**src/rtl/fetch_stage.sv**
```systemverilog
// Instruction-fetch stage: owns the PC, runs a req/ack fetch handshake with
// variable-latency memory, and feeds inst/pc4/ifid_nop to the IF/ID register.
module fetch_stage #(
  parameter logic [31:0] RESET_PC = 32'h00000000,
  parameter logic [31:0] NOP_INST = 32'hff000000
) (
  input  logic        clk,
  input  logic        rst_n,
  input  logic        stall,
  input  logic        redirect,
  input  logic [31:0] redirect_pc,
  output logic        imem_req,
  output logic [31:0] imem_addr,
  input  logic        imem_ack,
  input  logic [31:0] imem_rdata,
  output logic [31:0] inst,
  output logic [31:0] pc4,
  output logic        ifid_nop
);

  typedef enum logic [1:0] {
    BOOT,
    REQ,
    VALID
  } state_t;

  state_t      state_q, state_d;
  logic [31:0] pc_q, pc_d;
  logic [31:0] target_q, target_d;
  logic        kill_q, kill_d;
  logic        req_d;
  logic [31:0] addr_d;
  logic [31:0] inst_d;
  logic [31:0] pc4_d;
  logic        nop_d;
  logic [31:0] pc_plus4;

  assign pc_plus4 = pc_q + 32'd4;

  always_ff @(posedge clk or negedge rst_n) begin
    if (!rst_n) begin
      state_q   <= BOOT;
      pc_q      <= RESET_PC;
      target_q  <= RESET_PC;
      kill_q    <= 1'b0;
      imem_req  <= 1'b0;
      imem_addr <= RESET_PC;
      inst      <= NOP_INST;
      pc4       <= RESET_PC + 32'd4;
      ifid_nop  <= 1'b1;
    end else begin
      state_q   <= state_d;
      pc_q      <= pc_d;
      target_q  <= target_d;
      kill_q    <= kill_d;
      imem_req  <= req_d;
      imem_addr <= addr_d;
      inst      <= inst_d;
      pc4       <= pc4_d;
      ifid_nop  <= nop_d;
    end
  end

  always_comb begin
    state_d  = state_q;
    pc_d     = pc_q;
    target_d = target_q;
    kill_d   = kill_q;
    req_d    = imem_req;
    addr_d   = imem_addr;
    inst_d   = inst;
    pc4_d    = pc4;
    nop_d    = ifid_nop;

    unique case (state_q)
      BOOT: begin
        state_d = REQ;
        req_d   = 1'b1;
        pc_d    = redirect ? redirect_pc : pc_q;
        addr_d  = redirect ? redirect_pc : pc_q;
      end

      REQ: begin
        if (imem_ack) begin
          if (kill_q || redirect) begin
            // Stale data: reissue at once to the newest target, req stays high.
            pc_d   = redirect ? redirect_pc : target_q;
            addr_d = redirect ? redirect_pc : target_q;
            kill_d = 1'b0;
          end else begin
            inst_d  = imem_rdata;
            nop_d   = 1'b0;
            pc4_d   = pc_plus4;
            req_d   = 1'b0;
            state_d = VALID;
          end
        end else if (redirect) begin
          // Cannot abort the outstanding request; remember to drop its data.
          kill_d   = 1'b1;
          target_d = redirect_pc;
        end
      end

      VALID: begin
        if (redirect) begin
          pc_d    = redirect_pc;
          addr_d  = redirect_pc;
          req_d   = 1'b1;
          inst_d  = NOP_INST;
          nop_d   = 1'b1;
          state_d = REQ;
        end else if (!stall) begin
          pc_d    = pc_plus4;
          addr_d  = pc_plus4;
          req_d   = 1'b1;
          inst_d  = NOP_INST;
          nop_d   = 1'b1;
          state_d = REQ;
        end
      end

      default: begin
        state_d = BOOT;
      end
    endcase
  end

endmodule

```
**config.mk**
```make
export PLATFORM = sky130hd
export DESIGN_NAME = fetch_stage
export DESIGN_NICKNAME = d
export VERILOG_FILES = /design/src/rtl/fetch_stage.sv
export SDC_FILE = /design/constraint.sdc
export NUM_CORES = 1
export LEC_CHECK = 0
export ABC_AREA = 1
export CAP_MARGIN = 10
export CORE_UTILIZATION = 25
export DETAILED_ROUTE_END_ITERATION = 6
export PLACE_DENSITY = 0.45
export SLEW_MARGIN = 20
export SYNTH_ARGS = -nofsm -noshare
export SYNTH_HDL_FRONTEND = slang
export SYNTH_SLANG_ARGS = --single-unit
```
**constraint.sdc**
```tcl
create_clock -name clk -period 5.17 [get_ports clk]
set_clock_uncertainty 0.15 [all_clocks]
set_input_delay 1.551 -clock clk [delete_from_list [all_inputs] [get_ports clk]]
set_output_delay 1.551 -clock clk [all_outputs]
set_load 0.03 [all_outputs]
```
---- After elaboration in Yosys (flattened, before gate mapping) ----
Index checks and enable logic that the tools add are counted.
cells by class
  add/sub/neg operators ................... 1
  multipliers ............................. 0
  div/mod/pow operators ................... 0
  order comparisons ....................... 0
  equal/unequal tests ..................... 8
  shifts and indexed selects .............. 0
  muxes and demuxes ....................... 26
  bitwise operators ....................... 2
  reductions and logical operators ........ 12
operator list
  operator               count
  $mux 32                10
  $pmux 32 s3            1
  $pmux 32 s2            1
  $add 32x3->32 const B  1
  $reduce_and 3->1       3
  $mux 2                 4
  $ne 2x2->1 const B     4
  $reduce_and 4->1       2
  $mux 1                 7
  $pmux 2 s3             1
  $reduce_and 5->1       1
  $reduce_bool 2->1      2
  $ne 3x3->1 const B     1
  $pmux 1 s3             1
  $reduce_bool 3->1      1
  $eq 2x1->1 const B     1
  $eq 2x2->1 const B     1
  $logic_not 2->1        1
  $ne 2x1->1 const B     1
  $not 1->1              2
  $pmux 1 s2             1
  $reduce_and 2->1       1
  $logic_or 1x1->1       1
storage, ports and cells
  register bits after elaboration ......... 133
  bits in latches ......................... 0
  RAM bits ................................ 0
  ROM bits ................................ 0
  input port bits ......................... 69
  output and inout port bits .............. 98
  logic and storage cells ................. 57
  memories kept ........................... 0

---- Depth between registers and ports, before layout ----
Gate-level depths: netlist (run 1).
  word-level depth ........................ 4
  gate-level depth with buffers ........... 13
  depth with buffers taken out ............ 12

---- Worst setup path after synthesis (run 1) ----
No wires, ideal clock.
  path kind ............................... input -> register
  from .................................... input redirect
  to ...................................... register inst[10]
  data arrival time ....................... 2.548 ns
  slack ................................... 2.351 ns
  stages .................................. 7
  path buffers ............................ 2
  cells stage by stage .................... buf_4 -> nor2_2 -> nor2_1 -> nor2_4 -> nand2_4 -> buf_2 -> a22o_1
between the ends
  word-level cells in the longest chain between the ends .. 3
  elaborated cells between the ends (all ways) .. 6
RTL lines
  what                               RTL line  RTL
  start, declared                    10        input logic redirect,
  $logic_or 1x1->1                   85        if (kill_q || redirect) begin
  $ne 2x2->1 (no source line)        n/a
  $reduce_and 4->1 (no source line)  n/a
  end signal, assigned               58        inst <= inst_d;
  end, declared                      16        output logic [31:0] inst,
Several ways; a longest one is shown, not always the timed one.
A chain may end at the register's enable or synchronous reset.

---- Worst setup path in the final report (run 1) ----
  from .................................... input redirect
  to ...................................... register pc_q[1]
between the ends
  word-level cells in the longest chain between the ends .. 4
  elaborated cells between the ends (all ways) .. 10
RTL lines
  what                  RTL line  RTL
  $mux 32               n/a
  $mux 32               85
  $mux 32               84        if (imem_ack) begin
  $pmux 32 s3           75        unique case (state_q)
  end signal, assigned  53        pc_q <= pc_d;
  end, declared         28        logic [31:0] pc_q, pc_d;
Several ways; a longest one is shown, not always the timed one. The select of a mux whose other input is x is not followed.

==> summary.txt, run 1 <==
Min Tclk post-route -> 3.64 ns
Distinct cells, synth -> 39
Core footprint -> 27,900 um2
Tot GR Track Use -> 0.166
Critical path class -> in2reg
Die width -> 171 um
Largest net degree at the start of global routing -> 71
Total negative slack -> 0 ns
Final Setup Violations -> 0
1st-pass router iterations -> 7
Non-filler cells in the finished layout -> 1,475
Drt via density -> 4.45
P_leak -> 4.29 nW
Std-Cell Rows -> 61
Post-CTS setup buffers -> 0
Antenna Cells -> 0
Slew headroom -> 0.365
CP Max Fanout -> 58
Post-synth top flop -> dfrtp_1
CP Capture Type -> register
PwrDens -> 710 nW/um2
Async set-reset flop share out of synthesis -> 1.00
Starting DRT DRC Count -> 528
Hold Buf Count CTS -> 0
Number of flops mapped to enable cells by yosys -> 0
Clock sinks -> 133
Die Span Y -> 171 um
CTS Buffer Depth -> 2
Setup WS post-layout -> 1.53 ns
Final #Nets -> 1,159
Worst path required time -> 5.37 ns
Hold WC Path Type -> reg2reg
Place WS -> 1.11 ns
Final core occ -> 0.346
Pins Over Slew Limit -> 0
Final Hold Fails -> 0
Area delta synth->final -> 35.3%
H-tree levels -> 4
Avg Cell Area, Syn -> 7.62 um2
Critical Path AT -> 3.84 ns
Die area -> 29,200 um2
Gate Count Post-Synth -> 936
Yosys reg bits -> 133
TritonCTS Buffers -> 17
CTS tree -> built
Final HPWL DP -> 17.2 mm
Clk_lat worst skew -> 0.43 ns
Placed Cells -> 1,443
Mapped cell area -> 7140 um2
Reg clk slew, reported paths -> 0.06 ns
Gpl congestion -> 0.841
Startpoint Class -> input pin
Max-cap viol count -> 0
Slew @ Worst Pin -> 0.951 ns
Total routed wirelength -> 23.6 mm
Worst VDD drop -> 0.259 mV
Root buffer cell -> clkbuf_16
Starting Density -> 0.255
Final worst-path cycle share -> 0.704
DRC violations left -> 0
Post-CTS Resized -> 0
GRT overflow -> 0
Boundary Pins -> 167
First-pass GRT wire length -> 36.7 mm
Status -> completed
RSZ-0062 raised after global routing -> false
Synthesized Nets -> 1,011
Fmax -> 275 MHz
Antenna Nets Post-Route -> 0
Routed length per instance -> 16.0 um
Ys Warns -> 0
Initial antenna violation count -> 0
Vias post-DR -> 6,565
I/O Buffers -> 166
Sequential element share of the synthesized area -> 0.468
Layout cell share with drive strength beyond 1 -> 0.0720
Number of global-route vias before repair -> 6,135
[metal layers]
layer  routed length [um]  global-route usage  part of all wire  up-vias
li1                     -                   -                 -     3328
met1                11800               0.249              0.50     3035
met2                10200               0.242              0.43      188
met3                 1350              0.0296             0.057       14
met4                  244              0.0404             0.010        0
met5                    0                   0                 0        -
[cell families after synthesis]
logic type	synth area share
xor+xnor	0.0160
flops	0.468
compound gates	0.130
fa+ha+maj	0.0105
simple gates	0.317
buf+inv	0.0582
[worst max-delay path, cell delays in order]
cell	delay (ns)
clkdlybuf4s50_1	0.45
buf_4	0.26
buf_4	0.32
inv_2	0.06
nand2_1	0.06
nand2_1	0.08
nor2_4	0.18
inv_2	0.37
nor2_2	0.24
o221ai_1	0.16
nand2_1	0.09
[through the flow]
step | hold WS [ns] | power (mW) | instance area (um2)
6_report | 0.322 | 6.85 | 9650
5_1_grt | 0.340 | 7.38 | 9650
4_1_cts | 0.326 | 6.93 | 9650
3_5_place_dp | 0.310 | 5.73 | 9100
3_3_place_gp | 0.309 | 5.72 | 9100
2_1_floorplan | 0.298 | 4.38 | 7140
[placed cells by master (no fill, tap or decap), types with 10 or more instances in the layout]
cell,count
a21boi_0,23
clkdlybuf4s50_1,165
a22o_1,24
nand3_1,22
nor3_1,21
clkbuf_16,17
buf_4,10
nor2_1,142
dfstp_2,10
nand2_1,335
dfrtp_1,123
o21ai_0,63
inv_1,35
[area by class of cell]
cell class                 instances  area (um2)
clock buffer                      20         447
sequential                       133        3340
multi-input combinational        713        3380
inverter                          43         164
tap                              378         473
clock inverter                    12         108
timing repair buffer             176        1740
fill                            2964       18300
[synth_stat cells (3+ instances only)]
| cell | instances | area, um2 |
|---|---|---|
| dfstp_2 | 10 | 263 |
| nor3_1 | 21 | 105 |
| ha_1 | 6 | 75.1 |
| nand3_1 | 22 | 110 |
| o221ai_1 | 3 | 26.3 |
| nor2_2 | 5 | 31.3 |
| buf_1 | 4 | 15.0 |
| buf_4 | 5 | 37.5 |
| a21oi_1 | 8 | 40.0 |
| nand2_2 | 4 | 25.0 |
| a31oi_1 | 8 | 50.1 |
| buf_2 | 15 | 75.1 |
| xnor2_1 | 4 | 35.0 |
| a21boi_0 | 23 | 173 |
| o22a_1 | 8 | 70.1 |
| inv_2 | 7 | 26.3 |
| nand3b_1 | 5 | 37.5 |
| nand4_1 | 4 | 25.0 |
| buf_6 | 5 | 56.3 |
| dfrtp_1 | 123 | 3080 |
| nor2_1 | 143 | 537 |
| nor2_4 | 6 | 67.6 |
| a22o_1 | 24 | 210 |
| clkbuf_1 | 18 | 67.6 |
| xor2_1 | 9 | 78.8 |
| inv_1 | 35 | 131 |
| nand2_1 | 335 | 1260 |
| o21ai_0 | 63 | 315 |
[registers in the layout (all words and copies together), names as in the netlist]
| register | cells |
|---|---|
| state_q | 2 |
| kill_q | 1 |
| pc4 | 32 |
| imem_req | 1 |
| inst | 32 |
| target_q | 32 |
| pc_q | 32 |
| ifid_nop | 1 |
[report_power, final]
group / switching (mW) / internal, mW / total, mW / leakage, nW
Clock: 0.488 / 0.674 / 1.16 / 0.266
Combinational: 2.30 / 1.38 / 3.68 / 2.38
Sequential: 0.422 / 1.59 / 2.01 / 1.64
Total: 3.21 / 3.64 / 6.85 / 4.29
[worst paths after layout]
check / cells after the start / endpoint / from / slack, ns
max: 11 / pc_q[1] / redirect / 1.53
min: 2 / pc4[1] / pc4[1] / 0.32
max in group asynchronous: 2 / pc4[19] / rst_n / 2.94
max reg2reg: 9 / pc_q[2] / state_q[0] / 2.12
min in group asynchronous: 1 / target_q[4] / rst_n / 0.97
min reg2reg: 2 / pc4[1] / pc4[1] / 0.32
No activity file was read; power rests on OpenSTA's default activity.
==> run 2: changes to the inputs <==
- PLACE_DENSITY: 0.45 -> 0.46
- clock period: 5.17 -> 2.92 ns (I/O delays scaled with it)
==> run 2 against run 1 <==
Effect of this change: wire length is 1.8% higher; global-route usage is 0.27 points higher; critical path depth is 10 lower; largest power group unchanged.
==> summary.txt, run 2 (synthesis gave the netlist of run 1 again) <==
Starting DRT DRC Count -> 477 (-9.7%)
Total routed wirelength -> 24.0 mm (+1.8%)
1st-pass router iterations -> 7 (unchanged)
Slew headroom -> 0.614 (+0.249)
Startpoint Class -> register
Combinational power share -> 0.541 (+0.004)
Clk_lat worst skew -> 0.43 ns (about the same)
CP Capture Type -> output pin
P_leak -> 4.41 nW (+2.8%)
Slew @ Worst Pin -> 0.580 ns (-0.372 ns)
H-tree levels -> 4 (unchanged)
Tot GR Track Use -> 0.169 (+0.00267)
Routed length per instance -> 16.1 um (+0.64%)
Clock sinks -> 133 (unchanged)
Max-cap viol count -> 0 (unchanged)
Int Pwr -> 6.72 mW (+84%)
Critical Path AT -> 1.71 ns (-2.13 ns)
Core footprint -> 27,900 um2 (unchanged)
Clock Power Share -> 0.173 (+0.003)
Die width -> 171 um (unchanged)
Final worst-path cycle share -> 0.936
Layout cell share with drive strength beyond 1 -> 0.0871 (+0.0151)
NetSw -> 5.82 mW (+81%)
Reg clk slew, reported paths -> 0.07 ns (about the same)
Root buffer cell -> clkbuf_16
Initial antenna violation count -> 0 (unchanged)
Place WS -> 0.0915 ns (-1.02 ns)
Fmax -> 366 MHz
Pins Over Slew Limit -> 0 (unchanged)
Minimum hold slack -> 0.271 ns (-0.0513 ns)
Vias post-DR -> 6,578 (+0.20%)
GRT overflow -> 0 (unchanged)
Worst path max stage delay -> 0.75 ns (+0.30 ns)
Final #Nets -> 1,176 (+1.5%)
Most frequent cells in the layout -> nand2_1 (335), clkdlybuf4s50_1 (165), nor2_1 (142)
Std-Cell Rows -> 61 (unchanged)
CTS Buffer Depth -> 2 (unchanged)
Final Setup Violations -> 0 (unchanged)
PwrDens -> 1270 nW/um2 (+79%)
Most common cell after layout, fill and taps aside -> nand2_1
Starting Density -> 0.255 (unchanged)
Final HPWL DP -> 17.4 mm (+1.1%)
Flop pwr share -> 0.286 (-0.007)
DRC violations left -> 0 (unchanged)
CTS tree -> built
Drt via density -> 4.41 (-0.94%)
Net Sw Frac -> 0.464 (-0.00424)
Status -> completed
Crit path depth -> 1 (-10)
TritonCTS Buffers -> 17 (unchanged)
Boundary Pins -> 167 (unchanged)
Setup WS post-layout -> 0.186 ns (-1.35 ns)
Gpl congestion -> 0.775 (-7.8%)
First-pass GRT wire length -> 37.0 mm (+0.94%)
Hold WC Path Type -> in2async
Antenna Nets Post-Route -> 0 (unchanged)
Post-CTS setup buffers -> 0 (unchanged)
Crit-path cells -> clkdlybuf4s50_1
Hold Buf Count CTS -> 0 (unchanged)
Min Tclk post-route -> 2.73 ns
Delay-heaviest family, CP -> buffers and inverters
Total negative slack -> 0 ns (unchanged)
Final Cell Area -> 9890 um2 (+2.5%)
Crit-path slowest cell -> clkdlybuf4s50_1
Number of global-route vias before repair -> 6,098 (-0.60%)
Largest net degree at the start of global routing -> 54 (-24%)
Critical path class -> reg2out
I/O Buffers -> 166 (unchanged)
Worst VDD drop -> 0.611 mV (+140%)
Buf/Inv on CP -> 1 (-4)
Worst path required time -> 1.89 ns (-3.48 ns)
Die Span Y -> 171 um (unchanged)
RSZ-0062 raised after global routing -> false
Die area -> 29,200 um2 (unchanged)
Post-CTS Resized -> 0 (unchanged)
Register-to-Register Path Depth -> 9 (unchanged)
Antenna Cells -> 0 (unchanged)
DP Area -> 9300 um2 (+2.2%)
Area delta synth->final -> 38.6%
Final Hold Fails -> 0 (unchanged)
CP Max Fanout -> 8 (-86%)
-- run 2: changes by cell type in the layout (fill, tap and decap cells not counted) --
cell       previous run  this run
buf_4                10        21
buf_12                0         6
clkinv_2              4         1
clkinv_4              3         5
bufinv_16             1         2
clkbuf_1              2         1
inv_6                 1         2
-- run 2: final cells by class --
class | instances | area, um2
Sequential cell | 133 | 3340
Inverter | 43 | 164
Timing Repair Buffer | 193 | 1940
Fill cell | 2968 | 18000
Tap cell | 378 | 473
Clock inverter | 13 | 149
Multi-Input combinational cell | 713 | 3380
Clock buffer | 19 | 443
-- run 2: power by group through the flow --
stage / Sequential [mW] / Combinational, mW / Clock, mW
global route: 3.70 / 7.42 / 2.32
CTS: 3.58 / 6.84 / 2.23
finish: 3.58 / 6.78 / 2.17
global placement: 3.60 / 6.78 / 0
detailed placement: 3.60 / 6.82 / 0
floorplan: 4.63 / 3.13 / 0
-- run 2: worst paths after layout --
kind | from | endpoint | slack [ns]
worst min-delay path | rst_n | imem_req | 0.27
min in group clk | pc4[1] | pc4[1] | 0.33
worst max register to register | state_q[1] | inst[30] | 0.54
worst min register to register | pc4[1] | pc4[1] | 0.33
max in group asynchronous | rst_n | pc4[2] | 1.67
worst max-delay path | pc_q[2] | imem_addr[2] | 0.19
-- run 2: metal layers --
layer | up-vias | part of all wire | GRT usage
met1 | 3058 | 0.52 | 0.257
met2 | 143 | 0.43 | 0.245
met4 | 0 | 0.0077 | 0.0365
met5 | - | 0 | 0
li1 | 3363 | - | -
met3 | 14 | 0.041 | 0.0296
-- run 2: stage by stage --
| stage | total power [mW] | cells | util |
|---|---|---|---|
| 2_1_floorplan | 7.76 | 936 | - |
| 4_1_cts | 12.6 | 1492 | 0.354 |
| 3_3_place_gp | 10.4 | 1460 | 0.333 |
| 3_5_place_dp | 10.4 | 1460 | 0.333 |
| 5_1_grt | 13.4 | 1492 | 0.354 |
| 6_report | 12.5 | 1492 | 0.354 |
==> edit: new RTL, flow settings as in run 2 <==
`NOP_INST`: 32'hff000000 -> 32'h80000000.
--- a/src/rtl/fetch_stage.sv
+++ b/src/rtl/fetch_stage.sv
@@ -2,7 +2,7 @@
 // variable-latency memory, and feeds inst/pc4/ifid_nop to the IF/ID register.
 module fetch_stage #(
   parameter logic [31:0] RESET_PC = 32'h00000000,
-  parameter logic [31:0] NOP_INST = 32'hff000000
+  parameter logic [31:0] NOP_INST = 32'h80000000
 ) (
   input  logic        clk,
   input  logic        rst_n,
Function: changed (a bounded check fails within 4 cycles, from zero or initial values and one cycle with rst_n low).
==> edit against run 2 <==
- worst hold slack worse by 0.024 ns
- sequential cell count unchanged
- synthesized cell count up 0.21%
- count of clock-buffer cells in the layout unchanged
- sequential share of layout area up 0.18 points
- combinational power down 1%
- final cell count down 0.34%
- cell area down 0.78%
- total power down 0.44%
- synthesized area down 0.16%
- die area down 0.16%
- routed wire length down 0.45%
- setup slack worse by 0.028 ns
==> edit: results (changes against run 2) <==
cells_and_area:
  seq_cells: 133  # unchanged
  final-nonclk-buf-share_pct: 19.2  # was 19.6%
  nMultiInputCombCells: 715  # was 713
  fin_nets: 1171  # was 1,176
  fillers: 2957  # was 2,968
  seq_share_pct: 33.9  # was 33.8%
  drive_gt1_share_pct: 7.21  # was 8.71%
  final_util_pct: 35.1  # was 35.4%
  clk_share_pct: 6.18  # was 5.98%
  n_all_buffers: 188  # was 193
  inv_count: 41  # was 43
  multi_input_area_share_pct: 34.3  # was 34.2%
detailed_routing:
  wl_per_cell_um: 16.1  # about the same
  wl_met2_um: 10700  # was 10,400 um
  via_count: 6595  # was 6,578
  drt_pass1_iterations: 5  # was 7
  drt_wl_total_um: 23900  # was 24,000 um
  wl_met1_um: 12000  # was 12,500 um
  wl_met3_um: 1010  # was 976 um
status:
  status: "complete, no violations"  # unchanged
sta:
  slew_headroom_pct: 63.1  # was 61.4%
  fmax_mhz: 362  # was 366 MHz
  worst_hold_slack_ns: 0.247  # was 0.271 ns
placed_design:
  placed_cell_area_sq_mm: 0.00921  # was 0.00930 sq mm
  pre_cts_ws_ns: 0.260  # was 0.0915 ns
  place_hpwl_um: 17300  # was 17,400 um
  placed_cells: 1455  # was 1,460
power_and_ir_drop:
  power_mw: 12.5  # about the same
  p_clk_share_pct: 18.1  # was 17.3%
  ir_drop_mv: 0.432  # was 0.611 mV
  p_leak_nw: 4.39  # was 4.41 nW
  p_sw_mw: 5.78  # was 5.82 mW
global_routing:
  grt_max_degree: 52  # was 54
  met1_usage_pct: 25.2  # was 25.7%
  grt_pass1_wl_um: 37300  # was 37,000 um
  grt_pass1_vias: 6272  # was 6,098
  grtUsageMet3_pct: 2.57  # was 2.96%
  use_met2_pct: 25.3  # was 24.5%
logic_synthesis:
  synth_cell_types: 36  # was 39
  avgSynthCellArea_sq_um: 7.60  # was 7.62 sq um
  synthTopCellsByCount: "nand2_1, nor2_1, dfrtp_1"  # unchanged
  synth_fa_ha_area_share_pct: 1.05  # about the same
  syn_nets: 1013  # was 1,011
  synth-xor-area-share_pct: 1.60  # about the same
  seq_area_frac_synth_pct: 46.8  # about the same
  synthCells: 938  # was 936
worst_setup_path:
  ff2ff_path_depth: 10  # was 9
  critPathArrivalTime_ns: 1.74  # was 1.71 ns
  cp_max_fo: 8  # unchanged
  reg2reg_slack_ns: 0.73  # was 0.54 ns
  r2r_end: "pc_q[18]"  # was inst[30]
-- edit: cell count changes after synthesis, moves of 2 or more --
cell      before  now
dfstp_2       10    3
buf_2         15   18
nor2_1       143  139
nand2_1      335  342
nand3_1       22   26
dfrtp_1      123  130
a22o_1        24   31
o22a_1         8    0
a21boi_1       0    9
buf_6          5    7
clkbuf_1      18   15
a21boi_0      23   14
-- edit: cell families (layout without fill, tap and decap cells) --
kind of cell / after synthesis / count (layout)
AND/OR/NAND/NOR: 554 / 554
buffers and inverters: 90 / 261
XOR/XNOR: 13 / 13
flip-flops: 133 / 133
adder cells (fa/ha/maj): 6 / 6
AO/OA/AOI/OAI: 142 / 142
-- edit: worst reg2reg max path: stages (launching register included) --
cell,delay [ns]
dfrtp_1,0.55
ha_1,0.26
inv_1,0.06
nor2_2,0.13
nand2_1,0.19
nor2_4,0.21
xor2_1,0.30
nand2_1,0.12
nand2_1,0.07
nand2_1,0.05
nand2_1,0.05
